`src/rtl/riscv_pkg.sv`:
```
// Shared definitions for the RV32I pipeline: ALU op codes, forward selects,
// result-source encodings and the EX-stage pipeline register layouts.
package riscv_pkg;
    localparam int XLEN = 32;

    typedef enum logic [3:0] {
        ALU_ADD  = 4'b0000,
        ALU_SUB  = 4'b0001,
        ALU_AND  = 4'b0010,
        ALU_OR   = 4'b0011,
        ALU_SLL  = 4'b0100,
        ALU_SLT  = 4'b0101,
        ALU_SRL  = 4'b0110,
        ALU_SRA  = 4'b0111,
        ALU_XOR  = 4'b1000,
        ALU_SLTU = 4'b1001
    } alu_op_e;

    localparam logic [1:0] FWD_RF  = 2'b00;
    localparam logic [1:0] FWD_WB  = 2'b01;
    localparam logic [1:0] FWD_MEM = 2'b10;

    localparam logic [1:0] RES_ALU = 2'b00;
    localparam logic [1:0] RES_MEM = 2'b01;
    localparam logic [1:0] RES_PC4 = 2'b10;

    typedef struct packed {
        logic            valid;
        logic [XLEN-1:0] rd1;
        logic [XLEN-1:0] rd2;
        logic [XLEN-1:0] imm;
        logic [XLEN-1:0] pc;
        logic [XLEN-1:0] pcplus4;
        logic [4:0]      rs1;
        logic [4:0]      rs2;
        logic [4:0]      rd;
        logic [3:0]      alucontrol;
        logic            alusrc;
        logic            regwrite;
        logic            memwrite;
        logic            branch;
        logic            jump;
        logic            jalr;
        logic [1:0]      resultsrc;
        logic [2:0]      funct3;
    } idex_t;

    typedef struct packed {
        logic [XLEN-1:0] aluresult;
        logic [XLEN-1:0] writedata;
        logic [XLEN-1:0] pcplus4;
        logic [4:0]      rd;
        logic            regwrite;
        logic            memwrite;
        logic [1:0]      resultsrc;
    } exmem_t;

    // Select code 11 is unused by the hazard unit and falls back to the regfile.
    function automatic logic [XLEN-1:0] fwd_mux(input logic [1:0] sel,
                                                input logic [XLEN-1:0] rf,
                                                input logic [XLEN-1:0] wb,
                                                input logic [XLEN-1:0] mem);
        case (sel)
            FWD_WB:  return wb;
            FWD_MEM: return mem;
            default: return rf;
        endcase
    endfunction
endpackage

```
`src/rtl/alu.sv`:
```
// Combinational RV32I ALU driven by the 4-bit alucontrol code from decode.
module alu
    import riscv_pkg::*;
(
    input  logic [XLEN-1:0] srca,
    input  logic [XLEN-1:0] srcb,
    input  logic [3:0]      alucontrol,
    output logic [XLEN-1:0] result,
    output logic            zero
);
    logic [4:0] shamt;
    assign shamt = srcb[4:0];

    always_comb begin
        result = '0;
        case (alucontrol)
            ALU_ADD:  result = srca + srcb;
            ALU_SUB:  result = srca - srcb;
            ALU_AND:  result = srca & srcb;
            ALU_OR:   result = srca | srcb;
            ALU_XOR:  result = srca ^ srcb;
            ALU_SLL:  result = srca << shamt;
            ALU_SRL:  result = srca >> shamt;
            ALU_SRA:  result = $unsigned($signed(srca) >>> shamt);
            ALU_SLT:  result = {{(XLEN-1){1'b0}}, ($signed(srca) < $signed(srcb))};
            ALU_SLTU: result = {{(XLEN-1){1'b0}}, (srca < srcb)};
            default:  result = '0;
        endcase
    end

    assign zero = (result == '0);
endmodule

```
`src/rtl/execute_stage.sv`:
```
// EX stage: ID/EX register, forwarding muxes, ALU, branch/jump resolution
// and the EX/MEM register.
module execute_stage #(
    parameter int XLEN = 32
) (
    input  logic            clk,
    input  logic            rst,
    input  logic            id_valid,
    input  logic [XLEN-1:0] id_rd1,
    input  logic [XLEN-1:0] id_rd2,
    input  logic [XLEN-1:0] id_imm,
    input  logic [XLEN-1:0] id_pc,
    input  logic [XLEN-1:0] id_pcplus4,
    input  logic [4:0]      id_rs1,
    input  logic [4:0]      id_rs2,
    input  logic [4:0]      id_rd,
    input  logic [3:0]      id_alucontrol,
    input  logic            id_alusrc,
    input  logic            id_regwrite,
    input  logic            id_memwrite,
    input  logic            id_branch,
    input  logic            id_jump,
    input  logic            id_jalr,
    input  logic [1:0]      id_resultsrc,
    input  logic [2:0]      id_funct3,
    input  logic            ex_stall,
    input  logic            ex_flush,
    input  logic [1:0]      fwd_a,
    input  logic [1:0]      fwd_b,
    input  logic [XLEN-1:0] mem_aluresult,
    input  logic [XLEN-1:0] wb_result,
    output logic [4:0]      ex_rs1,
    output logic [4:0]      ex_rs2,
    output logic [4:0]      ex_rd,
    output logic            ex_resultsrc0,
    output logic            pc_src,
    output logic [XLEN-1:0] pc_target,
    output logic [XLEN-1:0] m_aluresult,
    output logic [XLEN-1:0] m_writedata,
    output logic [XLEN-1:0] m_pcplus4,
    output logic [4:0]      m_rd,
    output logic            m_regwrite,
    output logic            m_memwrite,
    output logic [1:0]      m_resultsrc
);
    import riscv_pkg::*;

    idex_t  idex_q, idex_d;
    exmem_t exmem_q, exmem_d;

    logic [XLEN-1:0] srca, writedata, srcb, aluresult, jalr_sum;
    logic            zero, taken, issue;

    always_comb begin
        idex_d = idex_q;
        if (ex_flush) begin
            idex_d = '0;
        end else if (!ex_stall) begin
            idex_d.valid      = id_valid;
            idex_d.rd1        = id_rd1;
            idex_d.rd2        = id_rd2;
            idex_d.imm        = id_imm;
            idex_d.pc         = id_pc;
            idex_d.pcplus4    = id_pcplus4;
            idex_d.rs1        = id_rs1;
            idex_d.rs2        = id_rs2;
            idex_d.rd         = id_rd;
            idex_d.alucontrol = id_alucontrol;
            idex_d.alusrc     = id_alusrc;
            idex_d.regwrite   = id_regwrite & id_valid;
            idex_d.memwrite   = id_memwrite & id_valid;
            idex_d.branch     = id_branch & id_valid;
            idex_d.jump       = id_jump & id_valid;
            idex_d.jalr       = id_jalr & id_valid;
            idex_d.resultsrc  = id_resultsrc & {2{id_valid}};
            idex_d.funct3     = id_funct3;
        end
    end

    assign srca      = fwd_mux(fwd_a, idex_q.rd1, wb_result, mem_aluresult);
    assign writedata = fwd_mux(fwd_b, idex_q.rd2, wb_result, mem_aluresult);
    assign srcb      = idex_q.alusrc ? idex_q.imm : writedata;

    alu u_alu (
        .srca       (srca),
        .srcb       (srcb),
        .alucontrol (idex_q.alucontrol),
        .result     (aluresult),
        .zero       (zero)
    );

    // funct3[0] distinguishes BEQ from BNE; the ALU performs SUB for both.
    assign taken     = idex_q.branch & (idex_q.funct3[0] ? ~zero : zero);
    assign pc_src    = idex_q.valid & ~ex_stall & (idex_q.jump | taken);
    assign jalr_sum  = srca + idex_q.imm;
    assign pc_target = idex_q.jalr ? {jalr_sum[XLEN-1:1], 1'b0} : (idex_q.pc + idex_q.imm);

    // A stalled instruction stays in ID/EX, so only its final cycle may issue.
    assign issue = idex_q.valid & ~ex_stall;

    always_comb begin
        exmem_d           = '0;
        exmem_d.aluresult = aluresult;
        exmem_d.writedata = writedata;
        exmem_d.pcplus4   = idex_q.pcplus4;
        exmem_d.rd        = idex_q.rd;
        exmem_d.regwrite  = idex_q.regwrite & issue;
        exmem_d.memwrite  = idex_q.memwrite & issue;
        exmem_d.resultsrc = idex_q.resultsrc & {2{issue}};
    end

    always_ff @(posedge clk) begin
        if (rst) begin
            idex_q  <= '0;
            exmem_q <= '0;
        end else begin
            idex_q  <= idex_d;
            exmem_q <= exmem_d;
        end
    end

    logic unused_funct3;
    assign unused_funct3 = ^idex_q.funct3[2:1];

    assign ex_rs1        = idex_q.rs1;
    assign ex_rs2        = idex_q.rs2;
    assign ex_rd         = idex_q.rd;
    assign ex_resultsrc0 = idex_q.resultsrc[0];
    assign m_aluresult   = exmem_q.aluresult;
    assign m_writedata   = exmem_q.writedata;
    assign m_pcplus4     = exmem_q.pcplus4;
    assign m_rd          = exmem_q.rd;
    assign m_regwrite    = exmem_q.regwrite;
    assign m_memwrite    = exmem_q.memwrite;
    assign m_resultsrc   = exmem_q.resultsrc;
endmodule

```
`config.mk`:
```
export PLATFORM = sky130hd
export DESIGN_NAME = execute_stage
export DESIGN_NICKNAME = d
export VERILOG_FILES = /design/src/rtl/riscv_pkg.sv /design/src/rtl/alu.sv /design/src/rtl/execute_stage.sv
export SDC_FILE = /design/constraint.sdc
export NUM_CORES = 1
export LEC_CHECK = 0
export BUFFER_PORTS_ARGS = -buffer_cell sky130_fd_sc_hd__buf_2
export CORE_MARGIN = 10
export CORE_UTILIZATION = 35
export DETAILED_ROUTE_END_ITERATION = 12
export PLACE_DENSITY = 0.66
export SETUP_SLACK_MARGIN = 0.2
export SYNTH_ARGS = -nofsm -noshare
export SYNTH_HDL_FRONTEND = slang
export SYNTH_SLANG_ARGS = --single-unit
```
`constraint.sdc`:
```
create_clock -name clk -period 9.67 [get_ports clk]
set_input_delay 1.934 -clock clk [delete_from_list [all_inputs] [get_ports clk]]
set_output_delay 1.934 -clock clk [all_outputs]
set_load 0.005 [all_outputs]
```
After elaboration in Yosys (flattened, before gate mapping)

Index checks and enable logic that the tools add are counted.
Widths: inputs -> output; s select.

Register bits after elaboration: 294
Logic and storage cells: 74
Output and inout port bits: 154
Bits of input ports: 263

Eq/ne operators: 13
Shifts and indexed selects: 3
Add/subtract/negate cells: 4
Reduce and logical (&&, ||, !) cells: 3
Muxes and demuxes: 6
Order comparisons: 2
Bitwise operators: 18

Operators by type and width:

| cell               | count |
|---|---|
| $pmux 32 s10       | 1 |
| $pmux 32 s2        | 2 |
| $add 32x32->32     | 3 |
| $lt 32x32->1       | 2 |
| $mux 32            | 2 |
| $and 32x32->32     | 1 |
| $logic_not 32->1   | 1 |
| $or 32x32->32      | 1 |
| $shl 32x5->32      | 1 |
| $shr 32x5->32      | 1 |
| $sshr 32x5->32     | 1 |
| $sub 32x32->32     | 1 |
| $xor 32x32->32     | 1 |
| $eq 4x3->1 const B | 4 |
| $and 1x1->1        | 10 |
| $eq 4x2->1 const B | 2 |
| $eq 4x4->1 const B | 2 |
| $and 2x2->2        | 2 |
| $eq 2x1->1 const B | 2 |
| $eq 2x2->1 const B | 2 |
| $eq 4x1->1 const B | 1 |
| $logic_not 4->1    | 1 |
| $not 1->1          | 2 |
| $reduce_or 2->1    | 1 |
| 2 further kinds    | 2 |

Depth between registers and ports, before layout

Word-level depth: 11
Gate-level depth with buffers: 25
Gate-level depth less buffers: 21

Modules after synthesis

Synthesis repeated with hierarchy kept, for this count alone.

Cells, all modules: 3,105
Area total of the unflattened synthesis: 25,036.5 um^2

Modules (own cells, without submodules):

| module        | area an instance (um^2) | seq. area each (um^2) | times used | cells each |
|---|---|---|---|---|
| execute_stage | 14,193.6                | 5,885.6               | 1          | 1,620 |
| alu           | 10,842.9                | 0.0                   | 1          | 1,485 |

Least setup slack after synthesis

No wires, ideal clock.

Kind: input to output
Start: input fwd_b[0]
End: output pc_src
Path buffers: 5
Slack: 0.455 ns
Required time: 7.736 ns
Data arrival time: 7.281 ns
Cell stages on the path: 23
Cell sequence: inv_1 ha_1 or2_1 buf_2 o221ai_1 clkbuf_1 buf_1 clkbuf_1 clkbuf_1 ha_1 o21a_1 a2111oi_2 or3_1 and3_1 o311ai_1 o21a_1 nor4_1 nor4b_4 nand2_1 or4_1 nor4_2 nand2_1 a221o_1

Longest elaborated chain between the ends: 11
Elaborated cells between the ends (all ways): 21
Classes of those cells: add/sub (2); order compare (2); eq/ne (2); shift (3); mux (4); bitwise (7); reduce/logical (1)

Ends and longest elaborated chain:

| element                                  | line                | text |
|---|---|---|
| from (decl)                              | execute_stage.sv:29 | `input logic [1:0] fwd_b,` |
| $eq 2x2->1 or $eq 2x1->1 (tied branches) | riscv_pkg.sv:63     | `case (sel)` |
| $pmux 32 s2 *                            | riscv_pkg.sv:63     |  |
| $mux 32 *                                | execute_stage.sv:82 | `assign srcb = idex_q.alusrc ? idex_q.imm : writedata;` |
| $sub 32x32->32 (tied with other cells)   | alu.sv:18           | `ALU_SUB: result = srca - srcb;` |
| $pmux 32 s10 *                           | alu.sv:16           | `case (alucontrol)` |
| $logic_not 32->1 *                       | alu.sv:31           | `assign zero = (result == '0);` |
| $not 1->1                                | execute_stage.sv:93 | `assign taken = idex_q.branch & (idex_q.funct3[0] ? ~zero : zero);` |
| $mux 1 *                                 | execute_stage.sv:93 |  |
| $and 1x1->1 *                            | execute_stage.sv:93 |  |
| $or 1x1->1 *                             | execute_stage.sv:94 | `assign pc_src = idex_q.valid & ~ex_stall & (idex_q.jump \| taken);` |
| $and 1x1->1 *                            | execute_stage.sv:94 |  |
| to (decl)                                | execute_stage.sv:36 | `output logic pc_src,` |

Mark *: on every way between the ends. The rest lies on a longest branch, timed or not.

Worst setup path after layout

Start: input fwd_a[1]
End: output pc_src

Longest elaborated chain between the ends: 10
Elaborated cells between the ends (all ways): 20
Classes of those cells: add/sub (2); order compare (2); eq/ne (2); shift (3); mux (3); bitwise (7); reduce/logical (1)

Ends and longest elaborated chain:

| element                                  | line                | text |
|---|---|---|
| from (decl)                              | execute_stage.sv:28 | `input logic [1:0] fwd_a,` |
| $eq 2x2->1 or $eq 2x1->1 (tied branches) | riscv_pkg.sv:63     |  |
| $pmux 32 s2 *                            | riscv_pkg.sv:63     |  |
| $sub 32x32->32 (tied with other cells)   | alu.sv:18           |  |
| $pmux 32 s10 *                           | alu.sv:16           |  |
| $logic_not 32->1 *                       | alu.sv:31           |  |
| $not 1->1                                | execute_stage.sv:93 |  |
| $mux 1 *                                 | execute_stage.sv:93 |  |
| $and 1x1->1 *                            | execute_stage.sv:93 |  |
| $or 1x1->1 *                             | execute_stage.sv:94 |  |
| $and 1x1->1 *                            | execute_stage.sv:94 |  |

Marks and branches as above.

==> results by stage <==
Run status:
- The flow ran to the end, and the final reports show no timing, DRC or antenna violations.

Routing:
- After detailed routing, the number of remaining DRC violations is 0.
- Using the TritonRoute via totals, the vias-per-cell ratio works out to 5.92.
- Routed signal wires occupy layers up through met5.
- In this run, the number of DRC markers left after iteration 0 of detailed routing was 2,778.
- Dividing the detail-routed wire length by the instance count gives 27.4 um.
- The routed design uses 12.7 mm of met3 wire.
- Summing over every cut layer, the via total after detailed routing is 25,500.
- For this block, the routed nets add up to 118 mm of wire.
- The wire length on met1 is 46.3 mm.
- The iteration count of the initial detailed-routing pass is 6.
- Once detail routing completed, the nets flagged for antenna violations numbered 0.
- The routed design uses 51.9 mm of met2 wire.

Worst setup path:
- The maximum fanout count along the critical path is 10.
- The endpoint kind of the worst setup timing path is an output pin.
- For the worst setup path, the data required time is 7.74 ns.
- STA classifies the critical path startpoint as a primary input.
- The critical path is of the in2out type.
- The critical path contains buffers and inverters numbering 8 combined.
- In this design, the stage delay of the slowest critical-path cell is 0.50 ns.
- The slowest stage of the critical path is the or4_1 cell.
- STA puts the critical path data arrival time at 7.54 ns.
- The kind of cell with the highest combined delay along the critical path is simple AND/OR/NAND/NOR gates.
- By instance count, the cell type seen most on the critical path is buf_4.

Yosys:
- The synthesized netlist occupies a cell area of 22,800 sq um.
- In this run the biggest area consumer among cell types represents 25.8% of the synthesized area.
- The fraction of registers with async set/reset is 0%.
- The cell type contributing the most total cell area after synthesis is dfxtp_1.
- The net count after synthesis is 3,371.
- By area the synthesized netlist is led by dfxtp_1, mux2i_1, ha_1, nor2_1, a21oi_1.
- In this run, synthesis produced a sequential element count of 294.
- The number of enable-type register cells in the synthesized netlist is 0.
- The netlist uses 97 different library cells.
- The post-synthesis instance total is 2,942.
- For this run, the number of Yosys warnings is 0.
- In the synthesized netlist the dominant register cell turns out to be dfxtp_1.
- The share of synthesized area occupied by flip-flops and latches is 25.8%.
- The average cell area after synthesis is 7.77 sq um.

Global routing:
- For this run, the total global-route usage over all layers was measured as 29.8%.
- The largest net degree at the start of global routing is 167.
- The via count of the first global-routing pass is 24,500.
- The first global-routing pass estimated 168 mm of wire.
- The number of antenna violations at the first check in global routing was 28.
- After global routing the overflow that remains totals 0.

Floorplan:
- The floorplan step defined a die boundary enclosing 75,900 sq um.
- The core region is 64,600 sq um.
- The floorplan step set the die height to 275 um.
- The starting utilization of the core area is 35.4%.
- From left edge to right edge, the die measures 275 um.
- The site row count is 93.
- The number of placed I/O pins is 417.

Timing:
- The final hold violation count is 0.
- For the pin with the worst max-slew slack, the measured transition is 1.02 ns.
- The final clock period utilization by the worst path is 98.0%.
- Timing would allow up to 106 MHz.
- The worst setup slack after layout is 0.195 ns.
- After layout, the minimum clock period comes to 9.47 ns.
- Measured against its own limit, the worst slew margin works out to 31.6%.
- Setup repair after global routing left no endpoint under its margin.
- The total count of max-transition violations in the final report is 0.
- Clock skew on the completed layout was measured at 0.0140 ns.
- Setup violations remaining at the end of the flow were counted as 0.

Placed design:
- The post-detailed-placement half-perimeter wirelength is 94.3 mm.
- The number of buffers inserted by port buffering is 414.
- The last weighted congestion value of the routability-driven placer is 1.09.
- The minimum setup slack after placement is -0.0695 ns.

Min path:
- The path class of the tightest hold or removal check is reg2reg.

Power:
- The total power is 4.71 mW.
- In this run the static leakage power is 13.2 nW.
- Across the VDD grid, the largest voltage drop is 146 uV.
- For this design the ratio of total power to cell area is 165 nW/um^2.

Cells and area:
- The final design utilization is 44.2%.
- The ratio of cells with drive above 1 in the final layout is 23.7%.
- The total number of nets in the final design is 3,858.
- Compared with the post-synthesis result, the final layout area differs by 24.9%.

Clock tree:
- After clock tree synthesis, the clock-pin slew on the worst setup and hold paths is 0.07 ns.
- The H-tree was split into 2 levels.
- The clock tree root buffer cell is clkbuf_16.
- The clock sink count is 294.
- TritonCTS created 35 clock buffers.
- Clock latency on the worst-skew pair, taken at its later pin, is 0.57 ns.
- Hold repair after CTS inserted 0 buffers.
- Counting along the longest clock path gives a buffer depth of 3.
- TritonCTS built the clock tree.

Flow run:
- The number of maximum-capacitance violations is 0.
==> per-layer routing <==
| metal | vias to the layer above | track usage [%] |
|---|---|---|
| li1 | 11600 | - |
| met1 | 12100 | 36.2 |
| met2 | 1470 | 46.9 |
| met3 | 299 | 8.77 |
| met4 | 22 | 15.8 |
| met5 | - | 0 |
==> what timing repair did <==
item                       CTS  global route
setup buffers                0             5
setup endpoints to repair    1             1
gates resized for setup     19            50
pin swaps                    0            11
gates cloned                 0             0
==> path summary, 6_finish.rpt <==
check                          to  slack (ns)  cells after the start         from
setup / recovery           pc_src        0.20                     25     fwd_a[1]
hold / removal      m_pcplus4[29]        0.46                      1  exmem_d[38]
setup reg to reg  m_aluresult[31]        4.64                     19   idex_q[10]
hold reg to reg     m_pcplus4[29]        0.46                      1  exmem_d[38]
==> cell families after synthesis <==
group	after synthesis	synth area share (%)
AOI/OAI and AO/OA	844	24.8
xor gates and xnor gates	64	2.45
adders and majority gates	166	9.22
buffers and inverters	334	6.03
DFF	294	25.8
muxes	283	12.5
and+or+nand+nor	957	19.3
==> sequential cells by signal (all words and copies together), names as in the netlist, 2 cells and up <==
register	flops
ex_rs2	5
m_pcplus4	32
m_rd	5
m_writedata	32
m_aluresult	32
ex_rs1	5
exmem_d	32
ex_rd	5
idex_q	141
m_resultsrc	2
==> layout make-up <==
cell class	instances	area (sq um)
timing repair buffer	658	3950
multi-input combinational	2314	15900
sequential	294	5890
fill	6622	36000
inverter	126	480
antenna	7	17.5
tap	855	1070
clock inverter	17	209
clock buffer	46	997
==> where the power goes <==
part	switching (mW)	total [mW]	internal, mW
sequential	0.0361	1.31	1.27
combinational	1.27	2.01	0.737
clock	0.576	1.39	0.815
total	1.88	4.71	2.82
==> stage by stage <==
step	instance area [sq um]	instances	TNS (ns)	hold slack, ns
6_report	28500	4317	0	0.457
3_5_place_dp	27000	4242	-0.0695	0.453
3_3_place_gp	27000	4242	-0.0505	0.442
2_1_floorplan	22800	2942	0	0.438
5_1_grt	28500	4313	0	0.474
4_1_cts	28300	4305	0	0.461
==> synth_stat cells (45+ instances only) <==
master	number
nor2_1	475
dfxtp_1	294
mux2i_1	279
a21oi_1	180
ha_1	162
nand2_1	159
o21ai_0	150
clkbuf_1	133
inv_1	119
a22oi_1	73
o22ai_1	69
nor2b_1	64
nor3_1	55
xnor2_1	45
==> layout by cell type (no fill, tap or decap), types with 29 or more instances in the layout <==
cell type and n:
nor2_1 474, buf_2 412, dfxtp_1 292, mux2i_1 279, buf_4 240, a21oi_1 174
nand2_1 159, ha_1 154, o21ai_0 144, inv_1 115, o22ai_1 69, a22oi_1 65
nor2b_1 63, nor3_1 53, xnor2_1 45, nand3_1 44, a221o_1 36, clkbuf_16 35
a21o_1 32, o211ai_1 30, nand2b_1 29
Note: power is estimated with default switching activity, not from simulation.
